## src/rtl/prod_accumulator.sv

```systemverilog
// prod_accumulator: sums N_TERMS unsigned 8-bit products per frame into a
// saturating ACC_W-bit accumulator and presents the result with a
// valid/ready handshake.
//
// Ports:
//   clk        - clock, all state changes on the rising edge
//   rst        - synchronous active-high reset (highest priority)
//   clear      - synchronous frame abort (beats over both handshakes)
//   in_valid   - upstream product valid
//   in_ready   - block accepts a product this cycle (decoded from state)
//   in_prod    - unsigned 8-bit product
//   out_valid  - frame result valid
//   out_ready  - downstream accepts the result
//   out_sum    - saturated frame sum
//   out_ovf    - saturation occurred in the frame
module prod_accumulator #(
  parameter int unsigned ACC_W   = 12,
  parameter int unsigned N_TERMS = 4
) (
  input  logic             clk,
  input  logic             rst,
  input  logic             clear,
  input  logic             in_valid,
  output logic             in_ready,
  input  logic [7:0]       in_prod,
  output logic             out_valid,
  input  logic             out_ready,
  output logic [ACC_W-1:0] out_sum,
  output logic             out_ovf
);

  localparam int unsigned CNT_W = 4;
  localparam int unsigned SUM_W = ACC_W + 1;
  localparam logic [CNT_W-1:0] LAST_TERM = CNT_W'(N_TERMS - 1);

  typedef enum logic {
    ST_ACC  = 1'b0,
    ST_HOLD = 1'b1
  } state_t;

  state_t           state;
  logic [ACC_W-1:0] acc;
  logic [CNT_W-1:0] cnt;
  logic             ovf;

  logic [SUM_W-1:0] sum_wide;
  logic             sum_over;
  logic [ACC_W-1:0] sum_sat;
  logic             accept;

  // One extra bit catches the carry out of the accumulator; clamp on carry.
  always_comb begin
    sum_wide = {1'b0, acc} + SUM_W'(in_prod);
    sum_over = sum_wide[ACC_W];
    sum_sat  = sum_over ? {ACC_W{1'b1}} : sum_wide[ACC_W-1:0];
  end

  assign in_ready = (state == ST_ACC);
  assign accept   = in_valid && in_ready;

  // Frame FSM with datapath; rst > clear > handshakes.
  always_ff @(posedge clk) begin
    if (rst) begin
      state     <= ST_ACC;
      acc       <= '0;
      cnt       <= '0;
      ovf       <= 1'b0;
      out_sum   <= '0;
      out_ovf   <= 1'b0;
      out_valid <= 1'b0;
    end else if (clear) begin
      state     <= ST_ACC;
      acc       <= '0;
      cnt       <= '0;
      ovf       <= 1'b0;
      out_valid <= 1'b0;
    end else begin
      case (state)
        ST_ACC: begin
          if (accept) begin
            acc <= sum_sat;
            cnt <= cnt + CNT_W'(1);
            ovf <= ovf | sum_over;
            // Final term: publish the result and present it next cycle.
            if (cnt == LAST_TERM) begin
              out_sum   <= sum_sat;
              out_ovf   <= ovf | sum_over;
              out_valid <= 1'b1;
              state     <= ST_HOLD;
            end
          end
        end
        ST_HOLD: begin
          if (out_ready) begin
            acc       <= '0;
            cnt       <= '0;
            ovf       <= 1'b0;
            out_valid <= 1'b0;
            state     <= ST_ACC;
          end
        end
        default: state <= ST_ACC;
      endcase
    end
  end

endmodule

```

## config.mk

```make
export PLATFORM = sky130hd
export DESIGN_NAME = prod_accumulator
export DESIGN_NICKNAME = d
export VERILOG_FILES = /design/src/rtl/prod_accumulator.sv
export SDC_FILE = /design/constraint.sdc
export NUM_CORES = 1
export LEC_CHECK = 0
export ABC_AREA = 1
export BUFFER_PORTS_ARGS = -buffer_cell sky130_fd_sc_hd__buf_2
export CAP_MARGIN = 25
export CORE_MARGIN = 2
export CORE_UTILIZATION = 53
export CTS_CLUSTER_SIZE = 24
export DETAILED_ROUTE_END_ITERATION = 7
export PLACE_DENSITY = 0.75
export SLEW_MARGIN = 20
export SYNTH_ARGS = -nofsm -noshare
export SYNTH_HDL_FRONTEND = slang
export SYNTH_SLANG_ARGS = --single-unit
```

## constraint.sdc

```tcl
create_clock -name clk -period 2.7 [get_ports clk]
set_input_delay 0.675 -clock clk [delete_from_list [all_inputs] [get_ports clk]]
set_output_delay 0.675 -clock clk [all_outputs]
set_load 0.01 [all_outputs]
```

# Yosys cells after proc, flatten, opt, wreduce, memory -nomap -nowiden
# Index checks and enable logic that the tools add are counted.
[classes]
addsub = 2
n_mul = 0
div = 0
magnitude_cmp = 0
eq_ne = 4
n_shift = 0
muxes = 17
bitwise = 3
n_reduce_logical = 5
[op_table]
columns = ["operator", "count"]
rows = [
  ["$mux 12", 3],
  ["$pmux 12 s2", 1],
  ["$add 12x8->13", 1],
  ["$mux 4", 2],
  ["$pmux 4 s2", 1],
  ["$mux 1", 7],
  ["$pmux 1 s2", 3],
  ["$add 4x1->4 const B", 1],
  ["$eq 4x2->1 const B", 1],
  ["$ne 2x1->1 const B", 2],
  ["$reduce_and 4->1", 1],
  ["$reduce_and 3->1", 1],
  ["$ne 2x2->1 const B", 1],
  ["$not 1->1", 2],
  ["$reduce_and 2->1", 1],
  ["$reduce_or 2->1", 1],
  ["$logic_and 1x1->1", 1],
  ["$or 1x1->1", 1],
]
[totals]
reg_bits = 32
latch_bits = 0
mem_bits_rw = 0
romBits = 0
input_bits = 13
memories = 0

# Logic depth before layout (Yosys ltp)
[depth]
word_depth = 4
ltp_mapped = 13

# Least setup slack after synthesis
# Ideal clock, no wire load.
[synth_timing]
path_type = "input-to-reg"
from = "input port in_prod[0]"
to = "register out_sum[5]"
t_arrival_ns = 2.133
slack_ns = 0.455
path_stages = 13
n_path_buf = 1
cell_sequence = "ha_1 fa_1 nand2_1 clkinv_1 nand2_2 nand2_2 nand2_2 nand2_4 nand3b_4 buf_8 nand3b_4 o21ai_2 inv_1"
[synth_between]
elab_chain_len = 2
[synth_lines]
columns = ["element", "line", "source"]
rows = [
  ["from (decl)", "25", "input logic [7:0] in_prod,"],
  ["$add 12x8->13", "53", "sum_wide = {1'b0, acc} + SUM_W'(in_prod);"],
  ["$mux 12", "55", "sum_sat = sum_over ? {ACC_W{1'b1}} : sum_wide[ACC_W-1:0];"],
  ["to (signal assigned)", "86", "out_sum <= sum_sat;"],
  ["to (decl)", "28", "output logic [ACC_W-1:0] out_sum,"],
]
# No other way between the ends.
# A chain may end at the register's enable or synchronous reset.

# Final worst setup path
[layout_timing]
from = "input port in_prod[0]"
to = "register acc[2]"
[layout_between]
elab_chain_len = 4
[layout_lines]
columns = ["element", "line", "source"]
rows = [
  ["$add 12x8->13", "53", ""],
  ["$mux 12", "55", ""],
  ["$mux 12", "80", "if (accept) begin"],
  ["$pmux 12 s2", "78", "case (state)"],
  ["to (signal assigned)", "81", "acc <= sum_sat;"],
  ["to (decl)", "42", "logic [ACC_W-1:0] acc;"],
]
# No other way between the ends. The select of a mux whose other input is x is not followed.

==> reports/qor.yml <==
timing:
  max_freq_mhz: 455
  slew_violations: 0
  setup-tns-final_ns: 0
  hold_viol: 0
  skew_ns: 0.00850
  tightest_slew_ns: 0.641
  rsz0062_at_grt: "no"
  slew_headroom_pct: 57.2
  finalWorstSetupSlack_ns: 0.500
  finalCriticalPeriod_ns: 2.20
  setup_viol: 0
  fin_crit_sh_pct: 81.5
yosys:
  synth_most_common_cell: "nand2_1"
  synth_top_cells_by_count: "72 x nand2_1, 32 x dfxtp_1, 32 x inv_1, 19 x nor2_1, 18 x a21oi_1"
  syn_avg_cell_area_um2: 7.15
  synthCells: 260
  synth-seq-cells: 32
  synth_edf_count: 0
  seq_area_frac_synth_pct: 34.5
  synth_area_um2: 1860
  synth_flop_cell: "dfxtp_1"
  async_reset_ff_share_pct: 0
  ys_warn_count: 0
  synth_top_area_share_pct: 34.5
  synth_largest_area_cell: "dfxtp_1"
  synthTopCellsByArea: "dfxtp_1 34%, nand2_1 15%, inv_1 6.5%"
  mappedNetlistNets: 283
  synthDistinctLibCells: 37
min_path:
  worstHoldStart: "out_valid"
  hp-class: "flop to flop"
  hold_depth: 2
  hold-path-endpoint: "out_valid"
placed_design:
  place_congestion: 0.873
  placed_area_um2: 1990
  io_buffers: 27
  post-place-ws_ns: 0.147
  hpwlAfterDp_mm: 3.02
worst_setup_path:
  arrival_ns: 2.40
  r2r_end: "acc[2]"
  r2r_start: "acc[0]"
  required_ns: 2.90
  cp-start-kind: "input port"
  r2r_cells: 12
  critPathKind: "input port to flop"
  regToRegSetupSlack_ns: 0.63
  crit_fanout: 15
  critPathLaunch: "in_prod[0]"
  cp-end-kind: "flop"
clocking:
  clock-sinks: 32
  cts_tree: "built"
  cts_root_buf: "clkbuf_4"
  clock_latency_ns: 0.34
  cts_buffers: 5
  holdBufCountCts: 0
  clk_pin_slew_ns: 0.10
  post_cts_buffers: 0
  cts_buffer_depth: 2
  htreeDepth: 2
  cts_resized: 0
floorplan:
  die-area_um2: 4000
  num_rows: 21
  start_util_pct: 55.2
  ioPinCount: 28
  core_um2: 3360
  die_x_um: 63.2
  die_y_um: 63.2
cells_and_area:
  syn2layout_area_growth_pct: 11.2
  drive_above_1_share_pct: 18.8
  fin_nets: 310
  diodes: 0
  final_area_um2: 2070
grt:
  overflow: 0
  grt_pass1_vias: 1718
  grt_max_degree: 16
  antenna_found_initial: 0
  grt_usage_pct: 23.1
  grt_pass1_wl_mm: 7.38
routing:
  vias: 1707
  drt-initial-drc-count: 75
  wl_mm: 4.10
  first_pass_iters: 4
  viasPerCell: 5.11
  wl_per_cell_um: 12.3
  post-route-drc-count: 0
  ant_nets: 0
run:
  cap_violations: 0
pwr:
  leakage_nw: 1.08
  power_density_nw_per_um2: 471
  peakVddDrop_mv: 0.296
outcome:
  status: "completed"
==> sequential cells by signal, summed over array words and instances, names as in the netlist <==
name       cells
cnt            4
ovf            1
out_sum       12
acc           12
state          1
out_valid      1
out_ovf        1
==> per-layer routing <==
layer / share of wire, % / vias to the layer above / track usage, %
met5: 0 / - / 0
met2: 47 / 30 / 39.5
met4: 2.5 / 0 / 10.3
met1: 47 / 767 / 28.6
met3: 3.2 / 9 / 3.75
li1: - / 901 / -
==> cells in the final DEF (no fill, tap or decap), types with 4 or more instances in the layout <==
| cell type | count |
|---|---|
| ha_1 | 9 |
| inv_1 | 32 |
| dfxtp_1 | 32 |
| clkbuf_4 | 5 |
| nand2_2 | 8 |
| o21bai_1 | 4 |
| nand3_1 | 16 |
| o21ai_0 | 14 |
| nand2_1 | 72 |
| buf_2 | 27 |
| a21oi_1 | 18 |
| nor2_1 | 19 |
==> worst max-delay path by stage <==
stage                             to  cells past startpoint
after global routing      out_sum[2]                     13
after CTS                     acc[2]                     13
after detailed placement      acc[2]                     13
after floorplan           out_sum[5]                     13
after global placement        acc[9]                     13
final                         acc[2]                     13
==> cells by family (layout without fill, tap and decap cells) <==
family	Yosys count	in the layout	share of synthesized area [%]
simple gates	126	126	31.9
fa+ha+maj	10	10	7.14
buf+inv	42	70	10.6
xor+xnor	2	2	0.943
compound gates	48	48	15.0
flops	32	32	34.5
==> power breakdown <==
group          total (mW)  switching [mW]  internal (mW)
clock               0.370           0.177          0.193
sequential          0.482         0.00439          0.478
combinational       0.120          0.0780         0.0420
==> worst max-delay path, stage by stage <==
cell and delay (ns):
buf_2 0.10, ha_1 0.23, fa_1 0.39, nand2_1 0.08, clkinv_1 0.08, nand2_2 0.08, nand2_2 0.07, nand2_2 0.09
nand2_4 0.07, nand3b_4 0.21, o21ai_0 0.16, nand2_1 0.08, a21oi_1 0.06
==> layout make-up <==
cell class	count	area, um^2
Clock inverter	3	42.5
Tap cell	46	57.6
Sequential cell	32	641
Fill cell	362	1300
Inverter	35	131
Multi-Input combinational cell	186	1020
Clock buffer	5	37.5
Timing Repair Buffer	27	135
==> per-stage QoR <==
stage	util, %	power [mW]	hold WS, ns	instances
floorplan	-	0.583	0.437	260
global placement	59.0	0.611	0.454	326
detailed placement	59.0	0.611	0.459	326
CTS	61.4	0.981	0.478	334
global route	61.4	1.01	0.500	334
finish	61.4	0.972	0.476	334
Power figures use the tool's default switching activity.
